==> src/rtl/ddr_out_serializer_pkg.sv <==
// Shared types and elaboration helpers for the DDR output serializer.
package ddr_out_ser_pkg;

    typedef enum logic [1:0] {
        S_IDLE     = 2'd0,
        S_LEAD     = 2'd1,
        S_SHIFT    = 2'd2,
        S_GUARD_ST = 2'd3
    } ddr_ser_state_t;

    // Floor for the sequencing counter width.
    localparam int DDR_SER_CNT_W = 4;

    function automatic int ddr_ser_cnt_w(input int width, input int lead, input int guard);
        int m;
        m = width / 2;
        if (lead > m) begin
            m = lead;
        end else begin
            m = m;
        end
        if (guard > m) begin
            m = guard;
        end else begin
            m = m;
        end
        return ($clog2(m + 1) > DDR_SER_CNT_W) ? $clog2(m + 1) : DDR_SER_CNT_W;
    endfunction

    function automatic bit ddr_ser_params_ok(input int width, input int lead, input int guard);
        return (width >= 2) && ((width % 2) == 0) && (lead >= 0) && (lead <= 15) &&
               (guard >= 1) && (guard <= 15);
    endfunction

endpackage

==> src/rtl/ddr_out_serializer_if.sv <==
// Word handshake between the upstream producer and the DDR output serializer.
interface ddr_out_serializer_if #(
    parameter int WIDTH = 8
);
    logic [WIDTH-1:0] s_data;
    logic             s_valid;
    logic             s_ready;

    modport master (output s_data, output s_valid, input s_ready);
    modport slave  (input s_data, input s_valid, output s_ready);
endinterface

==> src/rtl/ddr_out_serializer_shreg.sv <==
// WIDTH-bit load / shift-by-2 register; exposes the low pair of its next value.
module ddr_ser_shreg #(
    parameter int WIDTH = 8
) (
    input  logic             clk,
    input  logic             rst_n,
    input  logic             load,
    input  logic             shift,
    input  logic [WIDTH-1:0] din,
    output logic [1:0]       sr_lo_d_o
);
    logic [WIDTH-1:0] sr_d;
    logic [WIDTH-1:0] sr_q;

    // Load wins over shift so a streaming reload never drops the new word.
    always_comb begin
        sr_d = sr_q;
        if (load) begin
            sr_d = din;
        end else if (shift) begin
            sr_d = sr_q >> 2;
        end else begin
            sr_d = sr_q;
        end
    end

    // Shift register state.
    always_ff @(posedge clk or negedge rst_n) begin
        if (!rst_n) begin
            sr_q <= '0;
        end else begin
            sr_q <= sr_d;
        end
    end

    assign sr_lo_d_o = sr_d[1:0];
endmodule

==> src/rtl/ddr_out_serializer.sv <==
// Parallel-to-DDR serializer for an iCE40UP registered DDR IO cell with OE sequencing.
// Define DDR_OUT_SER_GUARD_EN to hold OE for GUARD cycles after the last bit pair.
module ddr_out_serializer
    import ddr_out_ser_pkg::*;
#(
    parameter int   WIDTH    = 8,
    parameter int   OE_LEAD  = 1,
    parameter int   GUARD    = 2,
    parameter logic IDLE_BIT = 1'b1
) (
    input  logic                 clk,
    input  logic                 rst_n,
    ddr_out_serializer_if.slave  s,
    output logic                 d_out_0,
    output logic                 d_out_1,
    output logic                 output_enable,
    output logic                 busy
);
    localparam int             CNT_W      = ddr_ser_cnt_w(WIDTH, OE_LEAD, GUARD);
    localparam logic [CNT_W-1:0] CNT_ONE    = CNT_W'(1);
    localparam logic [CNT_W-1:0] SHIFT_LOAD = CNT_W'(WIDTH / 2 - 1);
    localparam logic [CNT_W-1:0] LEAD_LOAD  = CNT_W'((OE_LEAD > 0) ? (OE_LEAD - 1) : 0);
`ifdef DDR_OUT_SER_GUARD_EN
    localparam logic [CNT_W-1:0] GUARD_LOAD = CNT_W'(GUARD - 1);
`endif

    if (!ddr_ser_params_ok(WIDTH, OE_LEAD, GUARD)) begin : g_param_check
        $error("ddr_out_serializer: WIDTH must be even >=2, OE_LEAD 0..15, GUARD 1..15");
    end

    ddr_ser_state_t   state_d, state_q;
    logic [CNT_W-1:0] cnt_d, cnt_q;
    logic             live_d, live_q;
    logic             d0_d, d0_q, d1_d, d1_q, oe_d, oe_q, busy_d, busy_q;
    logic             ready_s, accept_s, load_s, shift_s;
    logic [1:0]       sr_lo_d_s;

    ddr_ser_shreg #(.WIDTH(WIDTH)) u_shreg (
        .clk       (clk),
        .rst_n     (rst_n),
        .load      (load_s),
        .shift     (shift_s),
        .din       (s.s_data),
        .sr_lo_d_o (sr_lo_d_s)
    );

    // live_q keeps s_ready low until the first edge after reset release.
    assign ready_s  = live_q & ((state_q == S_IDLE) |
                                ((state_q == S_SHIFT) & (cnt_q == '0)));
    assign accept_s = ready_s & s.s_valid;
    assign s.s_ready = ready_s;

    // Next-state and counter; cnt_q counts down to zero in each timed state.
    always_comb begin
        state_d = state_q;
        cnt_d   = cnt_q;
        load_s  = 1'b0;
        shift_s = 1'b0;
        live_d  = 1'b1;
        case (state_q)
            S_IDLE: begin
                if (accept_s) begin
                    load_s = 1'b1;
                    if (OE_LEAD == 0) begin
                        state_d = S_SHIFT;
                        cnt_d   = SHIFT_LOAD;
                    end else begin
                        state_d = S_LEAD;
                        cnt_d   = LEAD_LOAD;
                    end
                end else begin
                    state_d = S_IDLE;
                end
            end
            S_LEAD: begin
                if (cnt_q == '0) begin
                    state_d = S_SHIFT;
                    cnt_d   = SHIFT_LOAD;
                end else begin
                    cnt_d = cnt_q - CNT_ONE;
                end
            end
            S_SHIFT: begin
                if (cnt_q != '0) begin
                    shift_s = 1'b1;
                    cnt_d   = cnt_q - CNT_ONE;
                end else if (accept_s) begin
                    load_s = 1'b1;
                    cnt_d  = SHIFT_LOAD;
                end else begin
`ifdef DDR_OUT_SER_GUARD_EN
                    state_d = S_GUARD_ST;
                    cnt_d   = GUARD_LOAD;
`else
                    state_d = S_IDLE;
                    cnt_d   = '0;
`endif
                end
            end
`ifdef DDR_OUT_SER_GUARD_EN
            S_GUARD_ST: begin
                if (cnt_q == '0) begin
                    state_d = S_IDLE;
                end else begin
                    cnt_d = cnt_q - CNT_ONE;
                end
            end
`endif
            default: begin
                state_d = S_IDLE;
                cnt_d   = '0;
            end
        endcase
    end

    // Pin flops follow the upcoming state so each pair is valid for the whole cycle.
    always_comb begin
        oe_d   = (state_d != S_IDLE);
        busy_d = (state_d != S_IDLE);
        if (state_d == S_SHIFT) begin
            d0_d = sr_lo_d_s[0];
            d1_d = sr_lo_d_s[1];
        end else begin
            d0_d = IDLE_BIT;
            d1_d = IDLE_BIT;
        end
    end

    // State, counter and output registers.
    always_ff @(posedge clk or negedge rst_n) begin
        if (!rst_n) begin
            state_q <= S_IDLE;
            cnt_q   <= '0;
            live_q  <= 1'b0;
            d0_q    <= IDLE_BIT;
            d1_q    <= IDLE_BIT;
            oe_q    <= 1'b0;
            busy_q  <= 1'b0;
        end else begin
            state_q <= state_d;
            cnt_q   <= cnt_d;
            live_q  <= live_d;
            d0_q    <= d0_d;
            d1_q    <= d1_d;
            oe_q    <= oe_d;
            busy_q  <= busy_d;
        end
    end

    assign d_out_0       = d0_q;
    assign d_out_1       = d1_q;
    assign output_enable = oe_q;
    assign busy          = busy_q;
endmodule

==> src/flat_wrapper.sv <==
// flat-port wrapper written by rule: the top's interface ports become plain ports
module ddr_out_serializer_flat import ddr_out_ser_pkg::*;
#(
    parameter int   WIDTH    = 8,
    parameter int   OE_LEAD  = 1,
    parameter int   GUARD    = 2,
    parameter logic IDLE_BIT = 1'b1
)
  (clk, rst_n, d_out_0, d_out_1, output_enable, busy, s_s_data, s_s_valid, s_s_ready);
  ddr_out_serializer_if #(.WIDTH(WIDTH)) s_i ();
  input  logic clk;
  input  logic rst_n;
  output logic d_out_0;
  output logic d_out_1;
  output logic output_enable;
  output logic busy;
  input wire logic [$bits(s_i.s_data)-1:0] s_s_data;
  input wire logic [$bits(s_i.s_valid)-1:0] s_s_valid;
  output wire logic [$bits(s_i.s_ready)-1:0] s_s_ready;
  assign s_i.s_data = s_s_data;
  assign s_i.s_valid = s_s_valid;
  assign s_s_ready = s_i.s_ready;
  ddr_out_serializer #(.WIDTH(WIDTH), .OE_LEAD(OE_LEAD), .GUARD(GUARD), .IDLE_BIT(IDLE_BIT)) u_core (.clk(clk), .rst_n(rst_n), .s(s_i), .d_out_0(d_out_0), .d_out_1(d_out_1), .output_enable(output_enable), .busy(busy));
endmodule
==> config.mk <==
export PLATFORM = sky130hd
export DESIGN_NAME = ddr_out_serializer_flat
export DESIGN_NICKNAME = d
export VERILOG_FILES = /design/src/rtl/ddr_out_serializer_pkg.sv /design/src/rtl/ddr_out_serializer_if.sv /design/src/rtl/ddr_out_serializer_shreg.sv /design/src/rtl/ddr_out_serializer.sv /design/src/flat_wrapper.sv
export SDC_FILE = /design/constraint.sdc
export NUM_CORES = 1
export LEC_CHECK = 0
export CORE_MARGIN = 10
export CORE_UTILIZATION = 52
export CTS_CLUSTER_SIZE = 20
export DETAILED_ROUTE_END_ITERATION = 8
export PLACE_DENSITY_LB_ADDON = 0.1
export SYNTH_ARGS = -nofsm -noshare
export SYNTH_HDL_FRONTEND = slang
export SYNTH_SLANG_ARGS = --single-unit
==> constraint.sdc <==
create_clock -name clk -period 2.2 [get_ports clk]
set_input_delay 0.55 -clock clk [delete_from_list [all_inputs] [get_ports clk]]
set_output_delay 0.55 -clock clk [all_outputs]
set_load 0.005 [all_outputs]
==> results.cfg <==
[synth]
synth_compound_area_frac = 0.166
synth_top_family_by_area = simple AND/OR/NAND/NOR gates
synth_seq_area_share = 0.445
synth_area_um2 = 1020
ys_async_sr_fraction = 1.00
netlist-cell-type-count = 36
synth_edf_count = 0
postSynthCellCount = 99
synth_adder_area_share = 0.0737
ys_ff_latch = 18
syn_nets = 116
ys_dominant_reg_cell = dfrtp_1
synth_xor_area_frac = 0
synthMuxAreaShare = 0.0688
yosysWarnings = 0
syn_avg_cell_area_um2 = 10.3
synthSimpleGateAreaFrac = 0.198

[pwr]
p_leak_nw = 0.615
p_int_uw = 555
p_comb_frac = 0.230
p_clk_frac = 0.265
ir_worst_vdd_mv = 0.393
seq_power_share = 0.504
p_sw_uw = 197
p_sw_frac = 0.261
p_per_area_nw_per_um2 = 582
total_power_uw = 752

[route]
via_per_inst = 5.40
drtIter0Drc = 18
drt-total-wl_um = 2140
ant_nets = 0
drt_first_pass_iters = 4
wl_per_cell_um = 14.3
vias = 810
drcViolationCount = 0

[cells_and_area]
area_delta_synth_final_pct = 26.9
nets = 143
n_antenna_cell = 0
design_area_um2 = 1290
drive_above_1_share = 0.216

[clock_network]
clk_pin_slew_ns = 0.10
clkSinkCount = 18
insertion_delay_ns = 0.28
clockBufferDepth = 2
cts_buffers = 3
ctsHoldBuffers = 0
cts_tree = done
cts_root_buf = clkbuf_4
h-tree-depth = 1

[critical_path]
rr_worst_depth = 7
slowest_delay_ns = 0.37
crit_arrival_ns = 1.58
slowest_stage = dfrtp_1
end_kind = output port
reg2reg_slack_ns = 0.31
r2r-end = u_core.d_out_0$_DFF_PN1_
cp.required_ns = 1.65
critPathLaunchType = flip-flop
path_cells = inv_2, ha_1, and4bb_2, o21a_1, dlygate4sd2_1
crit_type = flip-flop to output port
r2r-start = u_core.cnt_q[0]$_DFFE_PN0P_
critPathMaxFanout = 4

[sta]
hold-worst-slack_ns = 0.519
post-route-period-util = 0.968
setup_viol_count_final = 0
drv_slew = 0
fin_crit_ns = 2.13
layout_setup_ws_ns = 0.0712
fmax_mhz = 470
hold_viol_final = 0
skew_ns = 0.00165

[hold_path]
whs_endpoint = u_core.u_shreg.sr_q[7]$_DFFE_PN0P_
hold_depth = 2
hp-start = u_core.u_shreg.sr_q[7]$_DFFE_PN0P_
hp-class = flip-flop to flip-flop

[grt]
grt_pass1_vias = 876
grt_pass1_wl_um = 3710
grt_max_degree = 19
grt.overflow.total = 0
antenna_found_initial = 0
track_usage = 0.109

[placement]
place.gp.congestion = 0.868
hpwl_um = 1610
io_buffers = 15
dpl_worst_slack_ns = 0.0553
placed_area_um2 = 1220

[floorplanning]
io_pins = 16
start_util = 0.571
rows = 15
dieWidth_um = 64.3
core-area_um2 = 1780
die_area_um2 = 4130
die_y_um = 64.3

[job]
cap_viol_max_count = 0

[outcome]
status = finished, final reports clean
## power by group through the flow
stage	clock network (mW)	registers, mW	logic, mW
after global routing	0.224	0.384	0.193
after floorplan	0	0.382	0.104
after CTS	0.208	0.379	0.170
final	0.199	0.379	0.173
after detailed placement	0	0.386	0.165
after global placement	0	0.384	0.160
## synth_stat cells, drive strengths merged (2+ instances only)
library cell  count  area share
a21oi             7       0.034
a22o              2       0.017
buf               3       0.020
dfrtp            16        0.39
dfstp             2       0.052
ha                6       0.074
inv               7       0.026
mux2              2       0.029
mux2i             4       0.039
nand2             6       0.025
nand2b            4       0.025
nand3             3       0.015
nor2              6       0.022
nor2b             2       0.012
nor3              2      0.0098
o211ai            2       0.015
o21ai             6       0.029
o22ai             3       0.018
or2               2       0.012
or4bb             2       0.022
## sequential cells by signal, indices dropped and copies added (netlist names)
name and flops:
u_core.u_shreg.sr_q 8, u_core.cnt_q 4, u_core.state_q 2, u_core.d_out_0 1
u_core.d_out_1 1, u_core.live_q 1, u_core.output_enable 1
## stage by stage
| step | utilization | setup TNS (ns) | std cells |
|---|---|---|---|
| finish | 0.725 | 0 | 150 |
| global route | 0.725 | -0.0167 | 150 |
| CTS | 0.716 | 0 | 148 |
| detailed placement | 0.687 | 0 | 142 |
| global placement | 0.687 | 0 | 142 |
| floorplan | - | 0 | 99 |
## what timing repair did
item | 4_1_cts | 5_1_grt
endpoints found under the hold margin | 0 | 0
setup endpoints to repair | 1 | 1
pin swaps | 1 | 0
gates resized for setup | 4 | 1
gates cloned | 0 | 0
setup buffers | 2 | 2
## per-layer routing
layer | GRT usage | up-vias | part of all wire
met4 | 0.0561 | 0 | 0.017
met3 | 0.0226 | 6 | 0.038
met2 | 0.187 | 21 | 0.50
met1 | 0.123 | 385 | 0.44
met5 | 0 | - | 0
li1 | - | 398 | -
## logic make-up (layout without fill, tap and decap cells)
| group | count (synthesis) | count (layout) |
|---|---|---|
| AO/OA/AOI/OAI | 25 | 25 |
| adder cells (fa/ha/maj) | 6 | 6 |
| buffers and inverters | 10 | 36 |
| flip-flops | 18 | 18 |
| multiplexers | 6 | 6 |
| other | 1 | 1 |
| AND/OR/NAND/NOR | 33 | 33 |
## placed cells by master (no fill, tap or decap), types with 2 or more instances in the layout
| cell | n |
|---|---|
| mux2i_1 | 4 |
| ha_1 | 5 |
| o21ai_0 | 5 |
| dfstp_2 | 2 |
| nand2b_1 | 4 |
| inv_2 | 2 |
| mux2_4 | 2 |
| o22ai_1 | 3 |
| or4bb_1 | 2 |
| o211ai_1 | 2 |
| nand2_1 | 5 |
| nor2_1 | 6 |
| inv_1 | 5 |
| a22o_1 | 2 |
| buf_4 | 10 |
| a21oi_1 | 7 |
| dfrtp_1 | 16 |
| nor3_1 | 2 |
| nand3_1 | 3 |
| clkdlybuf4s50_1 | 14 |
| clkbuf_4 | 3 |
| nor2b_1 | 2 |
## final cells by class
| cell class | instances | area, µm² |
|---|---|---|
| clock buffers | 4 | 36.3 |
| fillers | 138 | 490 |
| inverters | 7 | 26.3 |
| multi-input cells | 71 | 522 |
| flip-flops and latches | 18 | 453 |
| well taps | 25 | 31.3 |
| repair buffers | 25 | 224 |
## worst max-delay path, delay by kind of cell, from the launching register on
kind,cells,cell delay (ns)
fa+ha+maj,1,0.20
compound gates,1,0.16
buf+inv,2,0.32
simple gates,1,0.23
flops,1,0.37
## worst max path at each step
stage,from,endpoint,slack (ns)
floorplan,u_core.state_q[0]$_DFF_PN0_,s_s_ready,0.47
global placement,u_core.cnt_q[0]$_DFFE_PN0P_,s_s_ready,0.12
detailed placement,u_core.cnt_q[0]$_DFFE_PN0P_,s_s_ready,0.06
CTS,u_core.cnt_q[0]$_DFFE_PN0P_,s_s_ready,0.04
global route,u_core.cnt_q[0]$_DFFE_PN0P_,s_s_ready,-0.02
finish,u_core.cnt_q[0]$_DFFE_PN0P_,s_s_ready,0.07
Note: power is estimated with default switching activity, not from simulation.
